**src/rtl/board_grid_ctrl.sv**
```systemverilog
// ---------------------------------------------------------------------------
// board_grid_ctrl
//
// Purpose:
//   Holds two square game boards (player = 0, pc = 1) of GRID_N x GRID_N
//   cells. During setup it places straight ships. During play it resolves
//   attacks. It tracks the number of intact ship cells on each board and
//   declares a loser when one board has no intact ship cells left.
//
// Cell encoding: 00 water, 01 ship, 10 hit ship, 11 attacked water.
//
// Ports:
//   clk, rst (async, active-low), clr (synchronous soft clear)
//   place_valid/board/row/col/len/vert -> placement request
//   place_done/place_err               -> one-cycle placement response
//   atk_valid/board/row/col            -> attack request
//   atk_done/atk_result                -> one-cycle attack response
//   start                              -> leave setup and enter play
//   busy                               -> high when requests are not accepted
//   cells_left0/1                      -> intact ship cells per board
//   game_over/loser                    -> sticky end-of-game flag and losing board
//   rd_board/row/col -> rd_cell        -> combinational board read port
// ---------------------------------------------------------------------------
module board_grid_ctrl #(
    parameter int GRID_N  = 5,
    parameter int MAX_LEN = 3,
    localparam int CW = $clog2(GRID_N),
    localparam int NW = $clog2(GRID_N * GRID_N + 1),
    localparam int LW = $clog2(MAX_LEN + 1)
) (
    input  logic          clk,
    input  logic          rst,
    input  logic          clr,
    input  logic          place_valid,
    input  logic          place_board,
    input  logic [CW-1:0] place_row,
    input  logic [CW-1:0] place_col,
    input  logic [LW-1:0] place_len,
    input  logic          place_vert,
    output logic          place_done,
    output logic          place_err,
    input  logic          atk_valid,
    input  logic          atk_board,
    input  logic [CW-1:0] atk_row,
    input  logic [CW-1:0] atk_col,
    output logic          atk_done,
    output logic [1:0]    atk_result,
    input  logic          start,
    output logic          busy,
    output logic [NW-1:0] cells_left0,
    output logic [NW-1:0] cells_left1,
    output logic          game_over,
    output logic          loser,
    input  logic          rd_board,
    input  logic [CW-1:0] rd_row,
    input  logic [CW-1:0] rd_col,
    output logic [1:0]    rd_cell
);

    localparam int              CELLS   = GRID_N * GRID_N;
    localparam int              IW      = (CELLS > 1) ? $clog2(CELLS) : 1;
    localparam logic [7:0]      N8      = 8'(GRID_N);
    localparam logic [7:0]      MAXLEN8 = 8'(MAX_LEN);
    localparam logic [NW-1:0]   CAP     = NW'(CELLS);

    typedef enum logic [2:0] {
        IDLE_SETUP,
        PLACE_CHK,
        PLACE_WR,
        PLAY,
        ATK,
        OVER
    } state_t;

    state_t         r_state;
    state_t         w_stateNext;

    logic [1:0]     r_cells [0:1][0:CELLS-1];
    logic [NW-1:0]  r_cnt [0:1];

    logic           r_board;
    logic [CW-1:0]  r_row;
    logic [CW-1:0]  r_col;
    logic [LW-1:0]  r_len;
    logic           r_vert;
    logic           r_err;
    logic [1:0]     r_atkRes;
    logic           r_rejPend;
    logic           r_atkInvPend;
    logic           r_gameOver;
    logic           r_loser;

    logic [7:0]     w_row8;
    logic [7:0]     w_col8;
    logic [7:0]     w_len8;
    logic [7:0]     w_endRow;
    logic [7:0]     w_endCol;
    logic [7:0]     w_chkRow;
    logic [7:0]     w_chkCol;
    logic           w_placeErr;
    logic [NW:0]    w_sum;
    logic [NW-1:0]  w_cntAdd;

    logic           w_atkInRange;
    logic [IW-1:0]  w_atkIdx;
    logic [1:0]     w_atkCell;
    logic [1:0]     w_atkRes;

    // Flattened row-major cell index. Callers check the range first.
    function automatic logic [IW-1:0] cellIdx(input logic [7:0] row, input logic [7:0] col);
        return IW'(16'(row) * 16'(N8) + 16'(col));
    endfunction

    // Check the latched placement. The cell scan only looks at cells that
    // are on the board, because all range errors are caught first.
    always_comb begin
        w_row8     = 8'(r_row);
        w_col8     = 8'(r_col);
        w_len8     = 8'(r_len);
        w_endRow   = r_vert ? (w_row8 + w_len8 - 8'd1) : w_row8;
        w_endCol   = r_vert ? w_col8 : (w_col8 + w_len8 - 8'd1);
        w_chkRow   = w_row8;
        w_chkCol   = w_col8;
        w_placeErr = 1'b0;
        if ((w_len8 == 8'd0) || (w_len8 > MAXLEN8) || (w_row8 >= N8) || (w_col8 >= N8) ||
            (w_endRow >= N8) || (w_endCol >= N8)) begin
            w_placeErr = 1'b1;
        end else begin
            for (int k = 0; k < MAX_LEN; k++) begin
                w_chkRow = r_vert ? (w_row8 + 8'(k)) : w_row8;
                w_chkCol = r_vert ? w_col8 : (w_col8 + 8'(k));
                if ((8'(k) < w_len8) && (r_cells[r_board][cellIdx(w_chkRow, w_chkCol)] != 2'b00)) begin
                    w_placeErr = 1'b1;
                end
            end
        end
    end

    // Saturating add of a new ship length to its board counter.
    always_comb begin
        w_sum    = {1'b0, r_cnt[r_board]} + (NW+1)'(r_len);
        w_cntAdd = (w_sum > {1'b0, CAP}) ? CAP : w_sum[NW-1:0];
    end

    // Resolve the attack when it is accepted. The cell and counter update at
    // that edge, so the response cycle already shows the new counter and
    // the game_over flag together with atk_done.
    always_comb begin
        w_atkInRange = (8'(atk_row) < N8) && (8'(atk_col) < N8);
        w_atkIdx     = cellIdx(8'(atk_row), 8'(atk_col));
        w_atkCell    = w_atkInRange ? r_cells[atk_board][w_atkIdx] : 2'b00;
        w_atkRes     = 2'b11;
        if (w_atkInRange) begin
            case (w_atkCell)
                2'b00:   w_atkRes = 2'b00;
                2'b01:   w_atkRes = 2'b01;
                default: w_atkRes = 2'b10;
            endcase
        end
    end

    // Combinational read port. Out-of-range coordinates read as water.
    always_comb begin
        rd_cell = 2'b00;
        if ((8'(rd_row) < N8) && (8'(rd_col) < N8)) begin
            rd_cell = r_cells[rd_board][cellIdx(8'(rd_row), 8'(rd_col))];
        end
    end

    // State register.
    always_ff @(posedge clk or negedge rst) begin
        if (!rst) begin
            r_state <= IDLE_SETUP;
        end else begin
            r_state <= w_stateNext;
        end
    end

    // Next-state logic and response pulses. While clr is high, all pulses
    // are suppressed, so a request that is still in progress ends silently.
    always_comb begin
        w_stateNext = r_state;
        busy        = 1'b1;
        place_done  = 1'b0;
        place_err   = 1'b0;
        atk_done    = 1'b0;
        atk_result  = 2'b00;
        case (r_state)
            IDLE_SETUP: begin
                busy = 1'b0;
                if (place_valid) begin
                    w_stateNext = PLACE_CHK;
                end else if (start && (r_cnt[0] != '0) && (r_cnt[1] != '0)) begin
                    w_stateNext = PLAY;
                end
            end
            PLACE_CHK: w_stateNext = PLACE_WR;
            PLACE_WR:  w_stateNext = IDLE_SETUP;
            PLAY: begin
                busy = 1'b0;
                if (atk_valid) begin
                    w_stateNext = ATK;
                end
            end
            ATK:       w_stateNext = r_gameOver ? OVER : PLAY;
            OVER:      w_stateNext = OVER;
            default:   w_stateNext = IDLE_SETUP;
        endcase
        if (clr) begin
            w_stateNext = IDLE_SETUP;
        end else begin
            if (r_state == PLACE_WR) begin
                place_done = 1'b1;
                place_err  = r_err;
            end else if (r_rejPend) begin
                place_done = 1'b1;
                place_err  = 1'b1;
            end
            if (r_state == ATK) begin
                atk_done   = 1'b1;
                atk_result = r_atkRes;
            end else if (r_atkInvPend) begin
                atk_done   = 1'b1;
                atk_result = 2'b11;
            end
        end
    end

    // Board contents, counters, latched requests and pending one-cycle
    // responses.
    always_ff @(posedge clk or negedge rst) begin
        if (!rst) begin
            for (int b = 0; b < 2; b++) begin
                for (int i = 0; i < CELLS; i++) begin
                    r_cells[b][i] <= 2'b00;
                end
                r_cnt[b] <= '0;
            end
            r_board      <= 1'b0;
            r_row        <= '0;
            r_col        <= '0;
            r_len        <= '0;
            r_vert       <= 1'b0;
            r_err        <= 1'b0;
            r_atkRes     <= 2'b00;
            r_rejPend    <= 1'b0;
            r_atkInvPend <= 1'b0;
            r_gameOver   <= 1'b0;
            r_loser      <= 1'b0;
        end else if (clr) begin
            for (int b = 0; b < 2; b++) begin
                for (int i = 0; i < CELLS; i++) begin
                    r_cells[b][i] <= 2'b00;
                end
                r_cnt[b] <= '0;
            end
            r_err        <= 1'b0;
            r_rejPend    <= 1'b0;
            r_atkInvPend <= 1'b0;
            r_gameOver   <= 1'b0;
            r_loser      <= 1'b0;
        end else begin
            r_rejPend    <= 1'b0;
            r_atkInvPend <= 1'b0;
            case (r_state)
                IDLE_SETUP: begin
                    if (place_valid) begin
                        r_board <= place_board;
                        r_row   <= place_row;
                        r_col   <= place_col;
                        r_len   <= place_len;
                        r_vert  <= place_vert;
                    end
                    if (atk_valid) begin
                        r_atkInvPend <= 1'b1;
                    end
                end
                PLACE_CHK: r_err <= w_placeErr;
                PLACE_WR: begin
                    if (!r_err) begin
                        for (int k = 0; k < MAX_LEN; k++) begin
                            if (8'(k) < w_len8) begin
                                r_cells[r_board][cellIdx(r_vert ? (w_row8 + 8'(k)) : w_row8,
                                                         r_vert ? w_col8 : (w_col8 + 8'(k)))] <= 2'b01;
                            end
                        end
                        r_cnt[r_board] <= w_cntAdd;
                    end
                end
                PLAY: begin
                    if (place_valid) begin
                        r_rejPend <= 1'b1;
                    end
                    if (atk_valid) begin
                        r_atkRes <= w_atkRes;
                        if (w_atkRes == 2'b01) begin
                            r_cells[atk_board][w_atkIdx] <= 2'b10;
                            if (r_cnt[atk_board] != '0) begin
                                r_cnt[atk_board] <= r_cnt[atk_board] - NW'(1);
                            end
                            if (r_cnt[atk_board] == NW'(1)) begin
                                r_gameOver <= 1'b1;
                                r_loser    <= atk_board;
                            end
                        end else if (w_atkRes == 2'b00) begin
                            r_cells[atk_board][w_atkIdx] <= 2'b11;
                        end
                    end
                end
                OVER: begin
                    if (place_valid) begin
                        r_rejPend <= 1'b1;
                    end
                end
                default: ;
            endcase
        end
    end

    assign cells_left0 = r_cnt[0];
    assign cells_left1 = r_cnt[1];
    assign game_over   = r_gameOver;
    assign loser       = r_loser;

endmodule
```
**config.mk**
```make
export PLATFORM = sky130hd
export DESIGN_NAME = board_grid_ctrl
export DESIGN_NICKNAME = d
export VERILOG_FILES = /design/src/rtl/board_grid_ctrl.sv
export SDC_FILE = /design/constraint.sdc
export NUM_CORES = 1
export LEC_CHECK = 0
export CAP_MARGIN = 5
export CORE_UTILIZATION = 40
export CTS_CLUSTER_SIZE = 12
export DETAILED_ROUTE_END_ITERATION = 6
export PLACE_DENSITY_LB_ADDON = 0.15
export SETUP_SLACK_MARGIN = 0.2
export SYNTH_ARGS = -nofsm -noshare
export SYNTH_HDL_FRONTEND = slang
export SYNTH_SLANG_ARGS = --single-unit
```
**constraint.sdc**
```tcl
create_clock -name clk -period 4.4 [get_ports clk]
set_input_delay 0.88 -clock clk [delete_from_list [all_inputs] [get_ports clk]]
set_output_delay 0.88 -clock clk [all_outputs]
set_load 0.005 [all_outputs]
```
* Word-level counts from Yosys, hierarchy flattened
Index checks and enable logic that the tools add are counted.
Storage, ports and cells: output and inout bits 20, logic and storage cells 311, flip-flop bits (word level) 130, bits of input ports 30
Cells by class: bitwise operators 22, equal/unequal tests 14, add/sub/neg operators 15, $lt $le $gt $ge 26, multipliers 5, muxes and demuxes 124, reduce and logical (&&, ||, !) cells 41
Operators by type and width (number):
- 2-to-1 mux 100 bit | 14
- 2-to-1 mux 50 bit | 13
- AND 50 bit | 4
- demux 50 bit (select 1 bit) | 4
- NOT 50 bit | 4
- OR 50 bit | 4
- case mux 100 bit (2 select lines) | 1
- OR 100 bit | 1
- binary-select mux 2 bit (select 5 bit) | 5
- 2-to-1 mux 10 bit | 5
- 2-to-1 mux 5 bit | 9
- demux 2 bit (select 5 bit) | 4
- 2-to-1 mux 2 bit | 20
- 2-to-1 mux 1 bit | 31
- >= comparator 6 bit, second input constant | 5
- NOT 5 -> 6 bit | 5
- < comparator 6 x 1 -> 1 bit, second input constant | 4
- bitwise mux 10 bit | 2
- case mux 10 bit (2 select lines) | 1
- >= comparator 8 x 3 -> 1 bit, second input constant | 2
- 2-to-1 mux 4 bit | 4
- 2-to-1 mux 8 bit | 2
- nonzero test 2 bit | 8
- adder 5 x 3 -> 5 bit | 3
- other kinds (40) | 92

* Depth between registers and ports, before layout
depth after elaboration 25, gate-level depth with buffers 17, gate-level depth less buffers 16

* Worst setup path before layout
No wires, ideal clock.
kind input to register, from input atk_row[0], to register r_cnt (netlist bit cells_left1[3]), buffers on the path 1, data arrival time 4.032 ns, cell stages on the path 12, data required time 4.275 ns, setup time 0.125 ns, setup slack 0.243 ns, cell sequence ha_1 -> ha_1 -> fa_1 -> buf_2 -> nor2b_1 -> a22oi_1 -> and3_1 -> mux2_4 -> a211oi_2 -> a31oi_1 -> nor3_4 -> mux2_4
Between the ends: word-level cells in the longest chain between the ends 13, elaborated cells on any way between the ends 16, classes of those cells add/sub: 1; mul: 1; order compare: 1; eq/ne: 3; mux: 6; bitwise: 1; reduce/logical: 3
RTL lines:
- start: declaration | RTL line 44 | input logic [CW-1:0] atk_row,
- multiplier 3 x 3 -> 5 bit | RTL line 111 | return IW'(16'(row) * 16'(N8) + 16'(col));
- adder 5 x 3 -> 5 bit | RTL line 111
- NOT 5 -> 6 bit (implied by the code) | RTL line 151 | w_atkCell = w_atkInRange ? r_cells[atk_board][w_atkIdx] : 2'b00;
- binary-select mux 2 bit (select 5 bit) | RTL line 151
- 2-to-1 mux 2 bit (implied by the code) (2 in a row) | RTL line 151
- 2-to-1 mux 2 bit | RTL line 151
- == test 2 x 1 -> 1 bit or logical NOT 2 bit (tied branches) | RTL line 154 | case (w_atkCell)
- case mux 2 bit (2 select lines) | RTL line 154
- 2-to-1 mux 2 bit (*) | RTL line 153 | if (w_atkInRange) begin
- == test 2 x 1 -> 1 bit (*) | RTL line 296 | if (w_atkRes == 2'b01) begin
- != test 3 bit (no line) (*)
- AND reduction 5 bit (no line) (*)
- end signal: indexed assignment | RTL line 287 | r_cnt[r_board] <= w_cntAdd;
- end signal: indexed assignment | RTL line 299 | r_cnt[atk_board] <= r_cnt[atk_board] - NW'(1);
- end: declaration | RTL line 79 | logic [NW-1:0] r_cnt [0:1];
Mark *: on every way between the ends. The rest lies on a longest branch, timed or not. The select of a mux whose other input is x is not followed. A chain may end at the register's enable or synchronous reset.

* Final worst setup path
from input rd_row[1], to output rd_cell[1]
Between the ends: word-level cells in the longest chain between the ends 7, elaborated cells on any way between the ends 9, classes of those cells add/sub: 1; mul: 1; order compare: 1; mux: 4; bitwise: 1; reduce/logical: 1
RTL lines:
- start: declaration | RTL line 55 | input logic [CW-1:0] rd_row,
- multiplier 3 x 3 -> 5 bit | RTL line 111
- adder 5 x 3 -> 5 bit | RTL line 111
- NOT 5 -> 6 bit (implied by the code) | RTL line 166 | rd_cell = r_cells[rd_board][cellIdx(8'(rd_row), 8'(rd_col))];
- binary-select mux 2 bit (select 5 bit) | RTL line 166
- 2-to-1 mux 2 bit (implied by the code) (2 in a row) | RTL line 166
- 2-to-1 mux 2 bit (*) | RTL line 165 | if ((8'(rd_row) < N8) && (8'(rd_col) < N8)) begin
- end: declaration | RTL line 57 | output logic [1:0] rd_cell
Marked as above.

==> flow_summary_export.csv <==
group,metric,value,unit
run_status,status,"complete, no violations",
critical_path,worst-r2r-cell-count,15,
die,fp.coreArea,33450,um2
critical_path,cp.arrival,3.27,ns
die,standard_cell_rows,67,
layout,nets,1806,
grt,grt_start_max_net_pins,62,
die,die-area,34740,um2
die,ios,50,
die,overall_die_height,186.4,um
critical_path,regToRegEndpoint,"r_err$_DFFE_PN0P_",
detailed_routing,route.final.wire_length,66270,um
logic_synthesis,fraction_of_registers_with_async_set_reset,100.0,%
detailed_routing,drt_pre_antenna_iters,6,
timing,tightest_slew,1.088,ns
critical_path,timing.critical_path.to,"rd_cell[1]",
clocking,tritoncts,"built",
detailed_routing,drc_errors_left,0,
logic_synthesis,yosysMostFrequentCell,"nand2_1",
clocking,insertion_delay,0.45,ns
logic_synthesis,library_cell_with_the_largest_summed_area_after_synthesis,"dfrtp_1",
logic_synthesis,yosys_warnings,0,
logic_synthesis,synthCells,1513,
critical_path,crit_path_top_delay_cell,"fa_1",
logic_synthesis,syn_nets,1610,
timing,fmax,241.0,MHz
critical_path,crit_end_category,"output port",
grt,grt-ovfl-total,0,
logic_synthesis,synthesis.area,13600,um2
job,max-cap-violations,0,
min_path,worst_hold_path_type,"in2async",
detailed_routing,wl_per_cell,30.51,um
detailed_routing,vias,14790,
timing,rsz0062_at_grt,"yes",
timing,hold_viol_final,0,
layout,area_growth_syn_to_layout,26.70,%
critical_path,timing.critical_path.from_type,"input port",
critical_path,startpoint,"rd_row[1]",
grt,total_routing_usage_reported_by_global_routing,38.28,%
critical_path,path_class,"in2out",
critical_path,worstPathRequired,3.52,ns
die,fp.dieW,186.4,um
grt,grt_pass1_wl,98140,um
critical_path,crit_path_max_fanout,4,
timing,setup_violations,0,
logic_synthesis,synth_cell_types,86,
clocking,clockRootBuffer,"clkbuf_16",
place,dp_hpwl,49910,um
detailed_routing,drtAntennaViolNets,0,
layout,drive_gt1_share,27.76,%
critical_path,path_depth,13,
timing,final_worst_path_period_need,4.150,ns
clocking,cts-root-to-sink-buffers,2,
detailed_routing,initialDrtViolationCount,1828,
detailed_routing,vias_per_cell,6.808,
logic_synthesis,synth-edff-count,0,
place,routabilityCongestion,1.042,
grt,antenna_found_initial,0,
clocking,clock-sinks,130,
logic_synthesis,synth_area_leaders,"dfrtp_1 (24%), mux4_2 (13%), ha_1 (5.2%)",
critical_path,worst_r2r_startpoint,"r_row[1]$_DFFE_PN0P_",
logic_synthesis,synth_seq_cells,130,
timing,worst_slack,0.2501,ns
logic_synthesis,netlist_top_cells_count,"nand2_1 (150), dfrtp_1 (130), a21oi_1 (122)",
grt,vias_in_the_first_global_route,14450,
layout,fillCellCount,3122,
critical_path,crit_path_cell_trace,"clkdlybuf4s15_1 -> ha_4 -> ha_4 -> fa_1 -> buf_6 -> buf_4 -> buf_4 -> or3b_4 -> o2111ai_4 -> a21oi_2 -> a21oi_2 -> a211oi_2 -> buf_2",
logic_synthesis,yosysSeqAreaShare,23.92,%
clocking,cts.htree.levels,4,
timing,timing.slew.headroom,26.94,%
logic_synthesis,synthFlopType,"dfrtp_1",
logic_synthesis,postSynthAreaPerCell,8.987,um2
critical_path,critical-path-max-stage-delay,0.47,ns
timing,timing.final.crit_share,94.32,%
clocking,cts_inserted_buffers,17,
critical_path,r2r_slack,0.27,ns
die,initial_standard_cell_utilization_of_the_core,40.65,%
timing,timing_max_transition_violations_final,0,
logic_synthesis,netlist.area_leader.share,23.92,%
clocking,clk_transition_reported_paths,0.06,ns
critical_path,critical_path.n_buffers_inverters,5,
layout,instances_no_fill,2172,
place,dp_cell_count,2126,
timing,max_clock_skew,0.01726,ns
critical_path,cpLargestDelayFamily,"adder cells",
place,numPortBuffers,49,
place,dpl_worst_slack,-0.5166,ns
[cells in the final DEF, fill, tap and decap left out, types with 13 or more instances in the layout]
master | synthesis | routed
mux2i_1 | 46 | 44
o21a_1 | 14 | 14
nor3_1 | 60 | 56
xnor2_1 | 19 | 18
a21oi_1 | 122 | 119
clkbuf_16 | 0 | 17
nand3_1 | 43 | 40
a31oi_1 | 31 | 30
nor2_1 | 103 | 99
o21ai_0 | 104 | 100
o221ai_1 | 31 | 30
buf_12 | 2 | 22
a22oi_1 | 13 | 13
dfrtp_1 | 130 | 129
inv_1 | 52 | 51
and3_1 | 15 | 15
o22ai_1 | 32 | 30
mux4_2 | 76 | 76
mux4_1 | 15 | 15
a21o_1 | 15 | 15
buf_4 | 4 | 225
clkdlybuf4s50_1 | 0 | 36
mux2_2 | 27 | 27
ha_1 | 57 | 44
nand2_1 | 150 | 149
o211ai_1 | 15 | 15
[how the worst min path moves through the flow]
stage	end	slack (ns)
after floorplan	r_atkRes[0]$_DFFE_PN0P_	0.44
after global placement	r_atkRes[0]$_DFFE_PN0P_	0.50
after detailed placement	r_atkRes[0]$_DFFE_PN0P_	0.49
after CTS	r_cells[65]$_DFFE_PN0P_	0.42
after global routing	r_cells[65]$_DFFE_PN0P_	0.45
final	r_cells[65]$_DFFE_PN0P_	0.41
[stage by stage]
step | TNS [ns] | hold WS [ns] | utilization [%] | area, um2
floorplan | 0 | 0.4394 | - | 13600
global placement | -19.14 | 0.5008 | 48.17 | 16110
detailed placement | -26.83 | 0.4877 | 48.17 | 16110
CTS | 0 | 0.4219 | 50.72 | 16970
global route | 0 | 0.4456 | 51.49 | 17220
finish | 0 | 0.4107 | 51.51 | 17230
[cell type report]
| cell class | count | area [um2] | share of cell area (%) |
|---|---|---|---|
| multi-input cells | 1210 | 9975 | 57.89 |
| flip-flops and latches | 130 | 3257 | 18.90 |
| repair buffers | 297 | 2613 | 15.16 |
| well taps | 448 | 560.5 | 3.253 |
| clock buffers | 20 | 466.7 | 2.709 |
| inverters | 53 | 198.9 | 1.155 |
| clock inverters | 12 | 153.9 | 0.8932 |
| diodes | 2 | 5.005 | 0.02905 |
[state kept, by name, summed over array words and instances (netlist names)]
signal,flops
cells_left1,5
r_state,3
r_vert,1
r_atkRes,2
r_atkInvPend,1
cells_left0,5
loser,1
r_col,3
r_len,2
r_err,1
game_over,1
r_cells,100
r_board,1
r_row,3
r_rejPend,1
[kinds of logic after synthesis]
kind of cell | synth area share [%]
simple gates | 15.24
compound gates | 24.34
xor+xnor | 2.218
buf+inv | 5.972
flops | 23.92
fa+ha+maj | 6.791
mux | 21.52
[timing repair]
item	in CTS	in global routing
gates cloned	0	0
hold buffers	0	0
setup endpoints to repair	81	103
pin swaps	16	15
buffers inserted	6	6
resized for setup	53	45
[layer usage]
metal	share of wire, %	GRT usage, %	vias up
met1	39	50.57	7288
li1	-	-	6258
met2	44	56.95	1046
met5	0	0	-
met4	5.8	21.04	0
met3	11	10.12	195
Power is not shown: default switching activity piles up to over one toggle a cycle in this logic, so the estimate is an artifact.
